### src/rtl/adder_cmd_issuer_if.sv
// Console/adder connection bundle for adder_cmd_issuer; master is the issuer side.
interface adder_cmd_issuer_if;
  logic [7:0] rx_data;
  logic       rx_valid;
  logic [7:0] adder_data;
  logic       adder_rdy;
  logic [7:0] r1;
  logic [7:0] r2;
  logic       subtract;
  logic       adder_start;
  logic [7:0] tx_data;
  logic       tx_valid;
  logic       busy;
  logic       err;

  modport master (
    input  rx_data, rx_valid, adder_data, adder_rdy,
    output r1, r2, subtract, adder_start, tx_data, tx_valid, busy, err
  );

  modport slave (
    output rx_data, rx_valid, adder_data, adder_rdy,
    input  r1, r2, subtract, adder_start, tx_data, tx_valid, busy, err
  );
endinterface

### src/rtl/adder_cmd_issuer.sv
// Parses "<hex><+|-><hex>" from the console, issues it to the adder and forwards the result character.
// Define ISSUER_ECHO_EN to echo each accepted digit/operator on tx the cycle after it arrives.
module adder_cmd_issuer #(
  parameter int TIMEOUT = 16
) (
  input  logic               clk,
  input  logic               rst,
  adder_cmd_issuer_if.master bus
);
  localparam int CW = (TIMEOUT > 1) ? $clog2(TIMEOUT) : 1;
  localparam logic [CW-1:0] CNT_LAST = CW'(TIMEOUT - 1);
`ifdef ISSUER_ECHO_EN
  localparam bit ECHO = 1'b1;
`else
  localparam bit ECHO = 1'b0;
`endif
  localparam logic [7:0] CH_ESC   = 8'h1B;
  localparam logic [7:0] CH_PLUS  = 8'h2B;
  localparam logic [7:0] CH_MINUS = 8'h2D;

  typedef enum logic [2:0] {GET_A, GET_OP, GET_B, ISSUE, WAIT} state_e;

  state_e        state_q, state_d;
  logic [7:0]    r1_q, r1_d;
  logic [7:0]    r2_q, r2_d;
  logic          sub_q, sub_d;
  logic [7:0]    tx_data_q, tx_data_d;
  logic          tx_valid_q, tx_valid_d;
  logic          err_q, err_d;
  logic [CW-1:0] cnt_q, cnt_d;
  logic [4:0]    hx;
  logic          is_esc, is_op, accept;

  // {is_hex, nibble}
  function automatic logic [4:0] hex_decode(input logic [7:0] c);
    logic [4:0] r;
    r = 5'h00;
    if (c >= 8'h30 && c <= 8'h39)
      r = {1'b1, c[3:0]};
    else if ((c >= 8'h41 && c <= 8'h46) || (c >= 8'h61 && c <= 8'h66))
      r = {1'b1, c[3:0] + 4'd9};
    return r;
  endfunction

  assign hx     = hex_decode(bus.rx_data);
  assign is_esc = (bus.rx_data == CH_ESC);
  assign is_op  = (bus.rx_data == CH_PLUS) || (bus.rx_data == CH_MINUS);

  always_ff @(posedge clk) begin
    if (rst) begin
      state_q    <= GET_A;
      r1_q       <= 8'h00;
      r2_q       <= 8'h00;
      sub_q      <= 1'b0;
      tx_data_q  <= 8'h00;
      tx_valid_q <= 1'b0;
      err_q      <= 1'b0;
      cnt_q      <= '0;
    end else begin
      state_q    <= state_d;
      r1_q       <= r1_d;
      r2_q       <= r2_d;
      sub_q      <= sub_d;
      tx_data_q  <= tx_data_d;
      tx_valid_q <= tx_valid_d;
      err_q      <= err_d;
      cnt_q      <= cnt_d;
    end
  end

  always_comb begin
    state_d = state_q;
    case (state_q)
      GET_A:  if (bus.rx_valid && !is_esc) state_d = hx[4] ? GET_OP : GET_A;
      GET_OP: if (bus.rx_valid) state_d = (is_op && !is_esc) ? GET_B : GET_A;
      GET_B:  if (bus.rx_valid) state_d = (hx[4] && !is_esc) ? ISSUE : GET_A;
      ISSUE:  state_d = WAIT;
      // A result on the expiry cycle still wins over the timeout
      WAIT:   if (bus.adder_rdy || cnt_q == CNT_LAST) state_d = GET_A;
      default: state_d = GET_A;
    endcase
  end

  always_comb begin
    r1_d       = r1_q;
    r2_d       = r2_q;
    sub_d      = sub_q;
    tx_data_d  = tx_data_q;
    tx_valid_d = 1'b0;
    err_d      = 1'b0;
    cnt_d      = cnt_q;
    accept     = 1'b0;
    case (state_q)
      GET_A: if (bus.rx_valid && !is_esc) begin
        if (hx[4]) begin
          r1_d   = {4'h0, hx[3:0]};
          accept = 1'b1;
        end else err_d = 1'b1;
      end
      GET_OP: if (bus.rx_valid && !is_esc) begin
        if (is_op) begin
          sub_d  = (bus.rx_data == CH_MINUS);
          accept = 1'b1;
        end else err_d = 1'b1;
      end
      GET_B: if (bus.rx_valid && !is_esc) begin
        if (hx[4]) begin
          r2_d   = {4'h0, hx[3:0]};
          accept = 1'b1;
        end else err_d = 1'b1;
      end
      ISSUE: cnt_d = '0;
      WAIT: begin
        if (bus.adder_rdy) begin
          tx_data_d  = bus.adder_data;
          tx_valid_d = 1'b1;
        end else if (cnt_q == CNT_LAST) err_d = 1'b1;
        else cnt_d = cnt_q + CW'(1);
      end
      default: ;
    endcase
    if (ECHO && accept) begin
      tx_data_d  = bus.rx_data;
      tx_valid_d = 1'b1;
    end
  end

  assign bus.r1          = r1_q;
  assign bus.r2          = r2_q;
  assign bus.subtract    = sub_q;
  assign bus.adder_start = (state_q == ISSUE);
  assign bus.busy        = (state_q == ISSUE) || (state_q == WAIT);
  assign bus.tx_data     = tx_data_q;
  assign bus.tx_valid    = tx_valid_q;
  assign bus.err         = err_q;
endmodule

### src/flat_wrapper.sv
// flat-port wrapper written by rule: the top's interface ports become plain ports
module adder_cmd_issuer_flat 
#(
  parameter int TIMEOUT = 16
)
  (clk, rst, bus_rx_data, bus_rx_valid, bus_adder_data, bus_adder_rdy, bus_r1, bus_r2, bus_subtract, bus_adder_start, bus_tx_data, bus_tx_valid, bus_busy, bus_err);
  adder_cmd_issuer_if bus_i ();
  input  logic clk;
  input  logic rst;
  input wire logic [$bits(bus_i.rx_data)-1:0] bus_rx_data;
  input wire logic [$bits(bus_i.rx_valid)-1:0] bus_rx_valid;
  input wire logic [$bits(bus_i.adder_data)-1:0] bus_adder_data;
  input wire logic [$bits(bus_i.adder_rdy)-1:0] bus_adder_rdy;
  output wire logic [$bits(bus_i.r1)-1:0] bus_r1;
  output wire logic [$bits(bus_i.r2)-1:0] bus_r2;
  output wire logic [$bits(bus_i.subtract)-1:0] bus_subtract;
  output wire logic [$bits(bus_i.adder_start)-1:0] bus_adder_start;
  output wire logic [$bits(bus_i.tx_data)-1:0] bus_tx_data;
  output wire logic [$bits(bus_i.tx_valid)-1:0] bus_tx_valid;
  output wire logic [$bits(bus_i.busy)-1:0] bus_busy;
  output wire logic [$bits(bus_i.err)-1:0] bus_err;
  assign bus_i.rx_data = bus_rx_data;
  assign bus_i.rx_valid = bus_rx_valid;
  assign bus_i.adder_data = bus_adder_data;
  assign bus_i.adder_rdy = bus_adder_rdy;
  assign bus_r1 = bus_i.r1;
  assign bus_r2 = bus_i.r2;
  assign bus_subtract = bus_i.subtract;
  assign bus_adder_start = bus_i.adder_start;
  assign bus_tx_data = bus_i.tx_data;
  assign bus_tx_valid = bus_i.tx_valid;
  assign bus_busy = bus_i.busy;
  assign bus_err = bus_i.err;
  adder_cmd_issuer #(.TIMEOUT(TIMEOUT)) u_core (.clk(clk), .rst(rst), .bus(bus_i));
endmodule
### config.mk
export PLATFORM = sky130hd
export DESIGN_NAME = adder_cmd_issuer_flat
export DESIGN_NICKNAME = d
export VERILOG_FILES = /design/src/rtl/adder_cmd_issuer_if.sv /design/src/rtl/adder_cmd_issuer.sv /design/src/flat_wrapper.sv
export SDC_FILE = /design/constraint.sdc
export NUM_CORES = 1
export LEC_CHECK = 0
export CAP_MARGIN = 20
export CORE_ASPECT_RATIO = 1.1
export CORE_UTILIZATION = 47
export CTS_BUF_LIST = sky130_fd_sc_hd__clkbuf_8
export DETAILED_ROUTE_END_ITERATION = 7
export PLACE_DENSITY = 0.82
export SYNTH_ARGS = -nofsm -noshare
export SYNTH_HDL_FRONTEND = slang
export SYNTH_SLANG_ARGS = --single-unit
export TNS_END_PERCENT = 20
### constraint.sdc
create_clock -name clk -period 2.97 [get_ports clk]
set_input_delay 0.891 -clock clk [delete_from_list [all_inputs] [get_ports clk]]
set_output_delay 0.891 -clock clk [all_outputs]
set_load 0.02 [all_outputs]
# Yosys cells after proc, flatten, opt, wreduce, memory -nomap -nowiden
# Index checks and enable logic that the tools add are counted.
[totals]
output_inout_bits = 29
in_bits = 20
reg_bits = 26
wordCells = 73
[op_classes]
order_cmp = 6
bitwise_logic = 1
n_eq_ne = 14
reduce_logical = 21
mux = 21
add_sub_neg = 2
[op_table]
columns = ["operator", "n"]
rows = [
  ["$eq 8x6->1 const B", 2],
  ["$ge 8x7->1 const B", 2],
  ["$le 8x7->1 const B", 2],
  ["$pmux 3 s5", 1],
  ["$mux 3", 4],
  ["$reduce_and 3->1", 4],
  ["$mux 5", 2],
  ["$eq 8x5->1 const B", 1],
  ["$ge 8x6->1 const B", 1],
  ["$le 8x6->1 const B", 1],
  ["$mux 1", 8],
  ["$mux 4", 2],
  ["$ne 2x2->1 const B", 4],
  ["$pmux 4 s2", 1],
  ["$eq 3x2->1 const B", 2],
  ["$logic_and 1x1->1", 6],
  ["$add 4x1->4 const B", 1],
  ["$add 4x4->4 const B", 1],
  ["$eq 4x4->1 const B", 1],
  ["$logic_or 1x1->1", 4],
  ["$mux 2", 2],
  ["$ne 2x1->1 const B", 2],
  ["$reduce_and 4->1", 1],
  ["$reduce_or 2->1", 2],
  ["other kinds (8)", 8],
]

# Depth between registers and ports, before layout
[depth]
ltp_word = 9
depth_mapped = 6
ltp_nobuf = 6

# Least setup slack after synthesis
# No wires, ideal clock.
[synth_timing]
path_type = "input to register"
from = "input bus_rx_data[3]"
to = "register u_core.r2_q[1] (netlist: u_core.bus.r2[1])"
n_path_buf = 1
path_slack_ps = 469
t_required_ps = 2847
stages = 5
t_arrival_ps = 2378
setup_time_ps = 123
path_cell_list = "buf_6 or4b_4 nor3b_4 o2111ai_2 mux2_1"
[synth_via]
elab_chain_cells = 6
word_cells_on_any_way = 16
classes_between = "order compare (6); eq/ne (1); mux (2); reduce/logical (7)"
[synth_rtl]
columns = ["item", "line_no", "source"]
rows = [
  ["start: declaration", "flat_wrapper.sv:10", "input wire logic [$bits(bus_i.rx_data)-1:0] bus_rx_data;"],
  ["$ge 8x7->1 or $le 8x7->1 (tied branches)", "adder_cmd_issuer.sv:40", "else if ((c >= 8'h41 && c <= 8'h46) || (c >= 8'h61 && c <= 8'h66))"],
  ["$logic_and 1x1->1", "adder_cmd_issuer.sv:40", ""],
  ["$logic_or 1x1->1", "adder_cmd_issuer.sv:40", ""],
  ["$mux 5", "adder_cmd_issuer.sv:40", ""],
  ["$mux 5", "adder_cmd_issuer.sv:38", "if (c >= 8'h30 && c <= 8'h39)"],
  ["$reduce_and 3->1 (no line)", "--", ""],
  ["end signal: assignment", "adder_cmd_issuer.sv:62", "r2_q <= r2_d;"],
  ["end: declaration", "adder_cmd_issuer.sv:25", "logic [7:0] r2_q, r2_d;"],
]
# Several ways; a longest one is shown, not always the timed one.
# A chain may end at the register's enable or synchronous reset.

# Worst setup path in the final report
[layout_timing]
from = "register u_core.state_q[0]"
to = "output bus_busy"
[layout_via]
elab_chain_cells = 2
word_cells_on_any_way = 3
classes_between = "eq/ne (2); reduce/logical (1)"
[layout_rtl]
columns = ["item", "line_no", "source"]
rows = [
  ["start: declaration", "adder_cmd_issuer.sv:23", "state_e state_q, state_d;"],
  ["start signal: assignment", "adder_cmd_issuer.sv:60", "state_q <= state_d;"],
  ["$eq 3x2->1 or $eq 3x3->1 (tied branches)", "adder_cmd_issuer.sv:132", "assign bus.busy = (state_q == ISSUE) || (state_q == WAIT);"],
  ["$logic_or 1x1->1 (*)", "adder_cmd_issuer.sv:132", ""],
  ["end: declaration", "flat_wrapper.sv:20", "output wire logic [$bits(bus_i.busy)-1:0] bus_busy;"],
]
# Every way passes the cells marked *; elsewhere a longest branch is shown, timed or not.

==> Flow_metrics.wiki <==
{| class="wikitable"
! Metric !! Value
|-
| Status || complete, no violations
|-
| Syn Inst Count || 169
|-
| Number of diodes || 0
|-
| Count of nets after finishing || about 240
|-
| Mean number of vias per cell || 5.53
|-
| CTS sink cnt || 26
|-
| Highest cell delay on the worst timing path || 0.60 ns
|-
| DP Wirelength || 2560 um
|-
| Number of unique standard cell types used by synthesis || 45
|-
| Crit-path cells || or3b_2 -> nand2b_1 -> clkdlybuf4s50_1
|-
| Die area || 3300 um2
|-
| Highest clock frequency the design can meet || 0.362 GHz
|-
| Total power density per cell area || 376 nW/um2
|-
| Flip-flop and latch count after synthesis || 26
|-
| Critical Path End Type || primary output
|-
| Total global routing overflow || 0
|-
| Max-cap check violation count || 0
|-
| Minimum hold slack || 0.459 ns
|-
| Most common cell after layout, fill and taps aside || sky130_fd_sc_hd__clkdlybuf4s50_1
|-
| Violation count after the first detailed-routing iteration || 23
|-
| Sort of element at the start of the critical path || register
|-
| Port Buf Inserts || 40
|-
| Final critical-path share of the clock period || 0.931
|-
| Number of detailed-routing iterations run before antenna repair || 4
|-
| Die width || 54.8 um
|-
| Measured slew at the worst slew-check pin || 0.552 ns
|-
| Startpoint-to-endpoint class of the critical path || register to primary output
|-
| Clock-pin slew on the worst setup and hold paths || about 0.09 ns
|-
| Crit-path leading delay family || simple AND/OR/NAND/NOR gates
|-
| Synth Area per Inst || around 8.5 um2
|-
| Largest net degree at the start of global routing || 16
|-
| Die height || 60.1 um
|-
| Cell row count || 20
|-
| Post-DR wirelength/cell || 13.0 um
|-
| Slew Limit Headroom || 0.632
|-
| Total track usage || 0.217
|-
| Cell at the root of the clock tree || sky130_fd_sc_hd__clkbuf_8
|-
| First-pass GRT wire length || 5260 um
|-
| TritonCTS Buffers || 3
|-
| Data arrival time of the worst path || about 1.9 ns
|-
| RSZ-0062 raised after global routing || no
|-
| Clock tree from TritonCTS || yes
|-
| Number of endpoints with negative hold slack in the final report || 0
|-
| Fraction of final layout cells sized beyond drive strength 1 || 0.0943
|-
| Sequential fraction of the synthesis area || 0.361
|-
| Signed area change from the synthesized netlist to the final layout || 34.5%
|-
| Setup skew after layout || 0.00310 ns
|-
| Slowest cell on crit path || sky130_fd_sc_hd__clkdlybuf4s50_1
|-
| Cell types with the largest area share after synthesis || sky130_fd_sc_hd__dfxtp_1, sky130_fd_sc_hd__nand2_1, sky130_fd_sc_hd__mux2i_1
|-
| Number of enable-type register cells in the synthesized netlist || 0
|-
| Highest ir drop seen on vdd || 0.346 mV
|-
| Remaining DRCs || 0
|-
| Clock Path Buffers || 2
|-
| Sum of buffers and inverters on the critical path || 1
|-
| Number of routed nets with antenna violations || 0
|-
| Flip-flop cell with the highest count after synthesis || sky130_fd_sc_hd__dfxtp_1
|-
| Final estimated routing congestion in global placement || 0.799
|-
| Number of buffers added for setup after CTS || 0
|-
| Async S/R FF share, synth || 0
|-
| Endpoints failing setup || 0
|-
| Cell Area, Synth || 1440 um2
|-
| Vias in the first global route || around 1,300
|-
| Critical path fanouts, max || 9
|-
| R2R Setup Slk || 1.22 ns
|-
| Data required time of the worst path || 2.08 ns
|-
| Post-route setup slack || ~0.21 ns
|-
| Setup Slack @ Placement || -0.0148 ns
|-
| Commonest cells after routing, fill and taps aside || sky130_fd_sc_hd__clkdlybuf4s50_1, sky130_fd_sc_hd__nand2_1, sky130_fd_sc_hd__dfxtp_1
|-
| Max-slew violation count || 0
|-
| Top-level port count || 49
|-
| PostCTS Resize Cnt || 0
|-
| Routed WL || 3180 um
|-
| P_leak || 0.734 nW
|-
| Initial core utilization || 0.506
|-
| Vias post-DR || roughly 1,400
|-
| Time the worst path needs with I/O delays and setup || 2.76 ns
|-
| Clock latency on the worst-skew pair || about 0.26 ns
|-
| Warning count from the yosys run || 0
|-
| Tightest Hold Check Type || register to register
|-
| H-tree levels || 1
|-
| Antenna violations before repair || 0
|-
| Total core area || 2850 um2
|-
| Area share of the leading cell type in the synthesized netlist || 0.361
|-
| Hold buffer count at CTS || 0
|-
| Post-synthesis cell type with the largest combined area || sky130_fd_sc_hd__dfxtp_1
|-
| Final Util || 0.680
|}
## power by group
part / switching [mW] / total (mW) / internal, mW
clock network: 0.108 / 0.288 / 0.180
logic: 0.0469 / 0.0909 / 0.0440
registers: 0.00111 / 0.351 / 0.350
## worst register-to-register path: stages, from the launching register on
cell and delay (ns):
sky130_fd_sc_hd__dfxtp_1 0.39, sky130_fd_sc_hd__nor3b_1 0.44, sky130_fd_sc_hd__a31oi_1 0.28, sky130_fd_sc_hd__or3_1 0.37, sky130_fd_sc_hd__a21boi_0 0.19
## path summary, 6_finish.rpt
path,from,to,cells after the start
max,u_core.state_q[0],bus_busy,3
min,u_core.bus.tx_data[0],u_core.bus.tx_data[0],2
max reg2reg,u_core.state_q[0],u_core.cnt_q[2],4
min reg2reg,u_core.bus.tx_data[0],u_core.bus.tx_data[0],2
## cells in the mapped netlist, drive strengths merged, types with 3 or more instances
master	count
a21boi	3
a21oi	13
buf	9
clkbuf	6
dfxtp	26
ha	4
inv	8
mux2i	7
nand2	30
nand3	5
nor2	5
nor2b	3
nor3b	5
o2111ai	4
o211ai	4
o21ai	5
## cells by family (layout without fill, tap and decap cells)
kind of cell | after synthesis | after routing | synth area share
other cells | 1 | 8 | 0.00260
buf+inv | 23 | 59 | 0.0859
flops | 26 | 26 | 0.361
simple gates | 66 | 66 | 0.258
mux | 9 | 9 | 0.0642
fa+ha+maj | 4 | 4 | 0.0347
xor+xnor | 1 | 1 | 0.00607
compound gates | 39 | 39 | 0.188
## sequential cells by signal, summed over array words and instances, names as in the netlist
signal / flops
u_core.cnt_q: 4
u_core.bus.tx_data: 8
u_core.bus.r1: 4
u_core.bus.subtract: 1
u_core.state_q: 3
u_core.bus.r2: 4
u_core.bus.tx_valid: 1
u_core.bus.err: 1
## layer usage
metal	track usage	wire length, um	vias to the layer above
met5	0	0	-
met4	0.0769	27	0
met3	0.0483	128	4
met2	0.411	1660	33
met1	0.221	1370	643
li1	-	-	675
## layout make-up
cell class,count,area (um2)
Clock inverter,1,30.0
Fill cell,242,912
Clock buffer,3,41.3
Sequential cell,26,520
Multi-Input combinational cell,127,825
Inverter,8,30.0
Timing Repair Buffer,47,453
Tap cell,33,41.3
## stage by stage
step | instance area, um2 | power [mW] | setup TNS, ns | std cells
floorplan | 1470 | 0.415 | 0 | 176
global placement | 1870 | 0.447 | 0 | 241
detailed placement | 1870 | 0.450 | -0.0268 | 241
CTS | 1940 | 0.737 | 0 | 245
global route | 1940 | 0.756 | 0 | 245
finish | 1940 | 0.730 | 0 | 245
(Power assumes the default switching activity.)
